===== src/rtl/spi_master.sv =====
// SPI initiator: full-duplex, MSB-first DATA_WIDTH-bit frames with runtime CPOL/CPHA.
// Optional SPI_MASTER_BURST_EN: start in the last HOLD cycle chains the next byte in the same ss frame.
module spi_master #(
  parameter int unsigned CLK_FREQUENCE = 50_000_000,
  parameter int unsigned SPI_FREQUENCE = 5_000_000,
  parameter int unsigned DATA_WIDTH    = 8
) (
  input  logic                  clk,
  input  logic                  rst_n,
  input  logic                  start,
  input  logic [DATA_WIDTH-1:0] datain,
  input  logic                  CPOL,
  input  logic                  CPHA,
  output logic                  busy,
  output logic                  done,
  output logic [DATA_WIDTH-1:0] dataout,
  output logic                  sclk,
  output logic                  ss,
  output logic                  mosi,
  input  logic                  miso
);

  localparam int unsigned HALF   = CLK_FREQUENCE / (2 * SPI_FREQUENCE);
  localparam int unsigned CNT_W  = (HALF > 1) ? $clog2(HALF) : 1;
  localparam int unsigned EDGE_W = $clog2(2 * DATA_WIDTH);

  if (HALF < 2) begin : g_half_chk
    $error("spi_master: CLK_FREQUENCE/(2*SPI_FREQUENCE) must be >= 2");
  end

  typedef enum logic [2:0] {IDLE, SETUP, XFER, HOLD, GAP} state_e;

  state_e                state_q, state_d;
  logic [CNT_W-1:0]      cnt_q, cnt_d;
  logic [EDGE_W-1:0]     edge_q, edge_d;
  logic [DATA_WIDTH-1:0] tx_q, tx_d, rx_q, rx_d, dout_q, dout_d;
  logic                  cpol_q, cpol_d, cpha_q, cpha_d;
  logic                  busy_q, busy_d, done_q, done_d;
  logic                  sclk_q, sclk_d, ss_q, ss_d, mosi_q, mosi_d;
  logic                  half_end_c, last_edge_c, burst_go_c;

  assign half_end_c  = (cnt_q == CNT_W'(HALF - 1));
  assign last_edge_c = (edge_q == EDGE_W'(2 * DATA_WIDTH - 1));

`ifdef SPI_MASTER_BURST_EN
  assign burst_go_c = start;
`else
  assign burst_go_c = 1'b0;
`endif

  // Next-state and registered-output logic
  always_comb begin
    state_d = state_q;
    cnt_d   = half_end_c ? '0 : cnt_q + CNT_W'(1);
    edge_d  = edge_q;
    tx_d    = tx_q;
    rx_d    = rx_q;
    dout_d  = dout_q;
    cpol_d  = cpol_q;
    cpha_d  = cpha_q;
    busy_d  = busy_q;
    done_d  = 1'b0;
    sclk_d  = sclk_q;
    ss_d    = ss_q;
    mosi_d  = mosi_q;

    unique case (state_q)
      IDLE: begin
        cnt_d  = '0;
        edge_d = '0;
        sclk_d = CPOL;
        ss_d   = 1'b1;
        mosi_d = 1'b0;
        busy_d = 1'b0;
        if (start) begin
          state_d = SETUP;
          tx_d    = datain;
          cpol_d  = CPOL;
          cpha_d  = CPHA;
          ss_d    = 1'b0;
          busy_d  = 1'b1;
          mosi_d  = CPHA ? 1'b0 : datain[DATA_WIDTH-1];
        end
      end
      SETUP: begin
        if (half_end_c) state_d = XFER;
      end
      XFER: begin
        if (half_end_c) begin
          sclk_d = ~sclk_q;
          edge_d = edge_q + EDGE_W'(1);
          // even edge_q = leading edge; sample edge parity matches cpha
          if (edge_q[0] == cpha_q) begin
            rx_d = {rx_q[DATA_WIDTH-2:0], miso};
          end else if (!cpha_q && !last_edge_c) begin
            mosi_d = tx_q[DATA_WIDTH-2];
            tx_d   = tx_q << 1;
          end
          if (cpha_q && !edge_q[0]) begin
            mosi_d = tx_q[DATA_WIDTH-1];
            tx_d   = tx_q << 1;
          end
          if (last_edge_c) begin
            state_d = HOLD;
            edge_d  = '0;
          end
        end
      end
      HOLD: begin
        sclk_d = cpol_q;
        if (half_end_c) begin
          done_d = 1'b1;
          dout_d = rx_q;
          if (burst_go_c) begin
            state_d = SETUP;
            tx_d    = datain;
            mosi_d  = cpha_q ? 1'b0 : datain[DATA_WIDTH-1];
          end else begin
            state_d = GAP;
            ss_d    = 1'b1;
            mosi_d  = 1'b0;
          end
        end
      end
      GAP: begin
        ss_d = 1'b1;
        if (half_end_c) begin
          state_d = IDLE;
          busy_d  = 1'b0;
        end
      end
      default: state_d = IDLE;
    endcase
  end

  // State and output registers, synchronous active-low reset
  always_ff @(posedge clk) begin
    if (!rst_n) begin
      state_q <= IDLE;
      cnt_q   <= '0;
      edge_q  <= '0;
      tx_q    <= '0;
      rx_q    <= '0;
      dout_q  <= '0;
      cpol_q  <= 1'b0;
      cpha_q  <= 1'b0;
      busy_q  <= 1'b0;
      done_q  <= 1'b0;
      sclk_q  <= CPOL;
      ss_q    <= 1'b1;
      mosi_q  <= 1'b0;
    end else begin
      state_q <= state_d;
      cnt_q   <= cnt_d;
      edge_q  <= edge_d;
      tx_q    <= tx_d;
      rx_q    <= rx_d;
      dout_q  <= dout_d;
      cpol_q  <= cpol_d;
      cpha_q  <= cpha_d;
      busy_q  <= busy_d;
      done_q  <= done_d;
      sclk_q  <= sclk_d;
      ss_q    <= ss_d;
      mosi_q  <= mosi_d;
    end
  end

  assign busy    = busy_q;
  assign done    = done_q;
  assign dataout = dout_q;
  assign sclk    = sclk_q;
  assign ss      = ss_q;
  assign mosi    = mosi_q;

endmodule

===== config.mk =====
export PLATFORM = sky130hd
export DESIGN_NAME = spi_master
export DESIGN_NICKNAME = d
export VERILOG_FILES = /design/src/rtl/spi_master.sv
export SDC_FILE = /design/constraint.sdc
export NUM_CORES = 1
export LEC_CHECK = 0
export ABC_AREA = 1
export BUFFER_PORTS_ARGS = -buffer_cell sky130_fd_sc_hd__buf_2
export CAP_MARGIN = 20
export CORE_MARGIN = 2
export CORE_UTILIZATION = 45
export DETAILED_ROUTE_END_ITERATION = 12
export PLACE_DENSITY = 0.68
export SYNTH_ARGS = -nofsm -noshare
export SYNTH_HDL_FRONTEND = slang
export SYNTH_SLANG_ARGS = --single-unit

===== constraint.sdc =====
create_clock -name clk -period 1.7 [get_ports clk]
set_input_delay 0.34 -clock clk [delete_from_list [all_inputs] [get_ports clk]]
set_output_delay 0.34 -clock clk [all_outputs]
set_load 0.03 [all_outputs]

==> run_results.csv, run 1 <==
group,metric,value,unit
die,core_area,4000,um2
layout,fill_cells,421,
synth,synth_common_cells,"nor2_1, nand2_1, dfxtp_1",
routing,drt_pass1_iterations,4,
routing,drt-met1-wl,1.79,mm
layout,multi_input_area,905,um2
routing,wl_met2,1.76,mm
die,die_height,68.5,um
synth,synth_area_leaders,"dfxtp_1, nor2_1, nand2_1, o21ai_0, inv_1",
timing,setup-tns-final,0,ns
routing,avgRoutedWirePerCell,10.7,um
clock_network,cts_root_buffer,"clkbuf_8",
grt,grt_max_degree,26,
pwr,p_int,1.93,mW
place,routabilityCongestion,0.889,
synth,synthCells,267,
layout,seqCellArea,832,um2
routing,wl,3.73,mm
run_status,status,"finished clean",
clock_network,clkSinkCount,41,
pwr,power.total,3.29,mW
timing,tightest_slew,0.332,ns
grt,grt_pass1_vias,1474,
place,hpwl,2.69,mm
setup_path,critical_path_arrival,1.73,ns
die,dieArea,4690,um2
synth,synth_most_common_cell,"nor2_1",
synth,synth-seq-area-share,0.444,
routing,vias,1696,
timing,drv_slew,0,
grt,antenna_found_initial,0,
timing,slew_headroom,0.778,
timing,skew,0.00180,ns
synth,synth.ff_latch_count,41,
timing,min_period_over_period,0.909,
pwr,comb_power_share,0.435,
clock_network,cts.path.max_buffers,2,
die,start_util,0.468,
synth,synth_top_area_frac,0.428,
clock_network,clk_pin_slew,0.08,ns
pwr,power_density,1530,nW/um2
die,pin_count,27,
layout,layout-drive-gt1-share,0.177,
synth,postSynthNetCount,285,
clock_network,ctsHoldBuffers,0,
setup_path,worstSetupPathType,"reg2reg",
setup_path,worstPathRequired,1.88,ns
synth,ys.flop_type,"dfxtp_1",
setup_path,path_max_fanout,8,
routing,drc_errors,0,
routing,vias_per_cell,4.86,
pwr,ir_worst_vdd,0.000601,V
pwr,seq_power_share,0.381,
flow_run,drv_cap,0,
clock_network,cts_max_level,2,
worst_hold_path,holdCritPathClass,"in2reg",
synth,ys_warn_count,0,
layout,layout.nets,316,
clock_network,numCtsBuffers,5,
pwr,p_sw_frac,0.413,
pwr,p_clk_frac,0.184,
routing,ant_nets,0,
clock_network,insertion_delay,0.28,ns
pwr,power.leakage,1.05,nW
timing,max_freq,0.647,GHz
setup_path,startpoint_type,"register",
layout,diodes,0,
synth,syn_area_per_cell,7.01,um2
die,rows,23,
grt,grt_pass1_wl,6.19,mm
timing,setup_viol,0,
timing,rsz0062_at_grt,"no",
routing,drt-initial-drc-count,86,
timing,period_minus_slack,1.55,ns
synth,synth.distinct_cells,24,
setup_path,cp-end-kind,"register",
timing,final-hold-violation-count,0,
routing,dr_wl_met3,157,um
place,placement.io_buffers,26,
die,fp.dieW,68.5,um
routing,routed.top_layer,"met4",
synth,netlist_area,1870,um2
grt,grt_usage,0.174,
synth,synth-async-reset-ratio,0,
layout,syn2layout_area_growth,15.3,%
pwr,p_switching,1.36,mW
synth,synth_enable_flop_cells,1,
synth,yosysTopAreaCell,"dfxtp_1",
grt,grt_remaining_overflow,0,
clock_network,cts_tree,"built",
power groups by stage:
| stage | sequential [mW] | combinational [mW] | clock, mW |
|---|---|---|---|
| after detailed placement | 1.28 | 1.31 | 0 |
| after floorplan | 1.30 | 1.10 | 0 |
| after CTS | 1.26 | 1.32 | 0.623 |
| final | 1.26 | 1.43 | 0.605 |
| after global routing | 1.28 | 1.65 | 0.670 |
| after global placement | 1.27 | 1.30 | 0 |
through the flow:
| stage | hold WS, ns | cells | cell area, um2 | worst slack (ns) | utilization |
|---|---|---|---|---|---|
| 2_1_floorplan | 0.417 | 267 | 1870 | 0.199 | - |
| 3_3_place_gp | 0.438 | 338 | 2040 | 0.142 | 0.509 |
| 3_5_place_dp | 0.453 | 338 | 2040 | 0.0928 | 0.509 |
| 4_1_cts | 0.289 | 346 | 2120 | 0.0842 | 0.530 |
| 5_1_grt | 0.311 | 349 | 2160 | 0.0188 | 0.540 |
| 6_report | 0.287 | 349 | 2160 | 0.155 | 0.540 |
timing repair:
item                                    4_1_cts  5_1_grt
endpoints found under the setup margin        0       14
resized for setup                             0        4
buffers inserted                              0        2
critical path, cell delays in order (launching register included):
cell and delay, ns:
dfxtp_2 0.34, inv_1 0.07, ha_1 0.34, nor2_1 0.11, o21ai_0 0.11, nand2_2 0.13, nand3_4 0.14, a21oi_1 0.15
nor2_1 0.05
flip-flops by register name, summed over array words and instances, names as in the netlist:
register / count
state_q: 3
cpol_q: 1
cnt_q: 3
rx_q: 8
ss: 1
dataout: 8
sclk: 1
cpha_q: 1
done: 1
busy: 1
mosi: 1
edge_q: 4
tx_q: 8
layout by cell type, fill, tap and decap left out:
cell type / count
nor3_1: 2
a21oi_1: 10
nand2_2: 4
inv_2: 4
nor2_4: 1
dfxtp_1: 39
nor2_1: 70
buf_4: 5
nand3_4: 3
o211ai_1: 1
inv_1: 24
dfxtp_2: 1
nand2_1: 49
nand3_1: 14
xnor2_1: 1
clkinvlp_4: 1
a21oi_4: 1
o22ai_1: 1
clkbuf_8: 5
ha_1: 4
buf_2: 26
clkinv_2: 2
o21ai_0: 30
edfxtp_1: 1
cells by family after synthesis:
| group | count (synthesis) | synth area share |
|---|---|---|
| flip-flops | 41 | 0.444 |
| adder cells (fa/ha/maj) | 4 | 0.0267 |
| XOR/XNOR | 1 | 0.00468 |
| AND/OR/NAND/NOR | 142 | 0.318 |
| AO/OA/AOI/OAI | 43 | 0.123 |
| buffers and inverters | 36 | 0.0836 |
metal layers:
metal / GRT usage / up-vias
met5: 0 / -
met4: 0.0450 / 0
met3: 0.0471 / 2
met2: 0.286 / 26
met1: 0.225 / 767
li1: - / 901
path summary, 6_finish.rpt:
path | from | endpoint | slack (ns) | cells after the start
setup / recovery | edge_q[0] | tx_q[0] | 0.15 | 8
hold / removal | datain[0] | tx_q[0] | 0.29 | 3
setup reg to reg | edge_q[0] | tx_q[0] | 0.15 | 8
hold reg to reg | cnt_q[0] | cnt_q[0] | 0.46 | 1
cell type report:
| cell class | count | area share |
|---|---|---|
| flip-flops and latches | 41 | 0.386 |
| clock buffers | 5 | 0.0319 |
| repair buffers | 31 | 0.0777 |
| inverters | 28 | 0.0487 |
| well taps | 50 | 0.0290 |
| clock inverters | 3 | 0.00812 |
| multi-input cells | 191 | 0.419 |
Note: power is estimated with default switching activity, not from simulation.
==> inputs of run 2 (changes only) <==
- RECOVER_POWER: unset -> 100
==> run_results.csv, run 2 (synthesis results as in run 1) <==
group,metric,value,unit
routing,vias_per_cell,4.87,
routing,avgRoutedWirePerCell,10.7,um
layout,mostFrequentLayoutCells,"nor2_1, nand2_1, dfxtp_1",
setup_path,crit_chain,"inv_1 > ha_1 > nand2_2 > a21oi_4 > clkbuf_1 > nand3_4 > nand2_1 > nand2_1 > nor2_1",
layout,final_common_cell,"nor2_1",
clock_network,clk_pin_slew,0.08,ns
pwr,ir_worst_vdd,0.000593,V
setup_path,critical_path_arrival,1.78,ns
setup_path,worstPathRequired,1.93,ns
timing,drv_slew,0,
timing,min_period_over_period,0.917,
die,rows,23,
clock_network,cts_max_level,2,
setup_path,critPathTopFamily,"simple AND/OR/NAND/NOR gates",
routing,drt_pass1_iterations,4,
timing,rsz0062_at_grt,"no",
layout,fill_cells,436,
timing,max_freq,0.642,GHz
clock_network,clkSinkCount,41,
clock_network,ctsHoldBuffers,0,
setup_path,worstSetupPathType,"reg2reg",
clock_network,cts_root_buffer,"clkbuf_8",
setup_path,slowest_stage,"dfxtp_1",
timing,setup_viol,0,
pwr,power.leakage,0.995,nW
grt,antenna_found_initial,0,
place,routabilityCongestion,0.889,
die,core_area,4000,um2
routing,drt-initial-drc-count,103,
setup_path,cp-end-kind,"register",
layout,diodes,0,
place,placement.io_buffers,26,
clock_network,numCtsBuffers,5,
layout,seqCellArea,832,um2
timing,period_minus_slack,1.56,ns
timing,skew,0.00149,ns
flow_run,drv_cap,0,
layout,layout.nets,316,
worst_hold_path,holdCritPathClass,"in2reg",
setup_path,critPathBufInv,2,
clock_network,cts_tree,"built",
setup_path,cp_slowest_stage_delay,0.33,ns
clock_network,cts.path.max_buffers,2,
layout,multi_input_area,897,um2
layout,layout-drive-gt1-share,0.124,
die,start_util,0.468,
routing,ant_nets,0,
layout,syn2layout_area_growth,13.7,%
grt,grt_max_degree,26,
die,die_height,68.5,um
place,hpwl,2.69,mm
grt,grt_pass1_vias,1474,
setup_path,startpoint_type,"register",
timing,tightest_slew,0.384,ns
pwr,power_density,1530,nW/um2
setup_path,crit_top_cell,"nand2_1",
grt,grt_pass1_wl,6.19,mm
grt,grt_remaining_overflow,0,
clock_network,insertion_delay,0.28,ns
die,pin_count,27,
routing,drc_errors,0,
layout,post-route-util,0.532,
routing,wl,3.74,mm
timing,slew_headroom,0.745,
die,dieArea,4690,um2
grt,grt_usage,0.174,
timing,final-hold-violation-count,0,
timing,setup-tns-final,0,ns
setup_path,path_max_fanout,9,
run_status,status,"finished clean",
routing,vias,1698,
die,fp.dieW,68.5,um
-- run 2: changes by cell type in the layout (fill, tap and decap cells not counted), sizes merged --
cell | previous run | this run
buf | 31 | 16
clkbuf | 5 | 20
-- run 2: final timing paths --
| kind | startpoint | endpoint | slack, ns | cells past startpoint |
|---|---|---|---|---|
| setup / recovery | cnt_q[0] | tx_q[3] | 0.14 | 9 |
| hold / removal | datain[0] | tx_q[0] | 0.29 | 3 |
| setup reg to reg | cnt_q[0] | tx_q[3] | 0.14 | 9 |
| hold reg to reg | cnt_q[0] | cnt_q[0] | 0.46 | 1 |
-- run 2: per-layer routing --
metal / wire [um] / global-route usage / vias to the layer above
met5: 0 / 0 / -
met4: 23 / 0.0450 / 0
met3: 136 / 0.0471 / 2
met2: 1770 / 0.286 / 27
met1: 1810 / 0.225 / 770
li1: - / - / 899
-- run 2: repair_timing --
| item | in CTS | in global routing |
|---|---|---|
| setup endpoints to repair | 0 | 14 |
| setup buffers | 0 | 2 |
| gates resized for setup | 0 | 4 |
-- run 2: area by class of cell --
type | count | share of cell area
clock buffer | 5 | 0.0323
clock inverter | 3 | 0.00823
inverter | 28 | 0.0494
multi-input combinational | 191 | 0.422
sequential | 41 | 0.391
tap | 50 | 0.0294
timing repair buffer | 31 | 0.0682
-- run 2: through the flow --
stage / setup slack (ns) / area [um2] / instances / hold slack [ns] / power (mW)
final: 0.141 / 2130 / 349 / 0.285 / 3.26
after global routing: 0.00935 / 2130 / 349 / 0.311 / 3.56
after CTS: 0.0842 / 2120 / 346 / 0.289 / 3.20
after detailed placement: 0.0928 / 2040 / 338 / 0.453 / 2.59
after global placement: 0.142 / 2040 / 338 / 0.438 / 2.57
after floorplan: 0.199 / 1870 / 267 / 0.417 / 2.39
-- run 2: worst register-to-register path, delay by kind of cell (launching register included) --
kind	cells	cell delay, ns
buffers and inverters	2	0.25
and+or+nand+nor	5	0.50
AOI/OAI and AO/OA	1	0.29
DFF	1	0.33
adders and majority gates	1	0.15
-- run 2: report_power, final --
group	leakage, nW	switching, mW	internal, mW
sequential	0.337	0.110	1.15
clock	0.0439	0.324	0.283
combinational	0.614	0.922	0.479
total	0.995	1.36	1.91
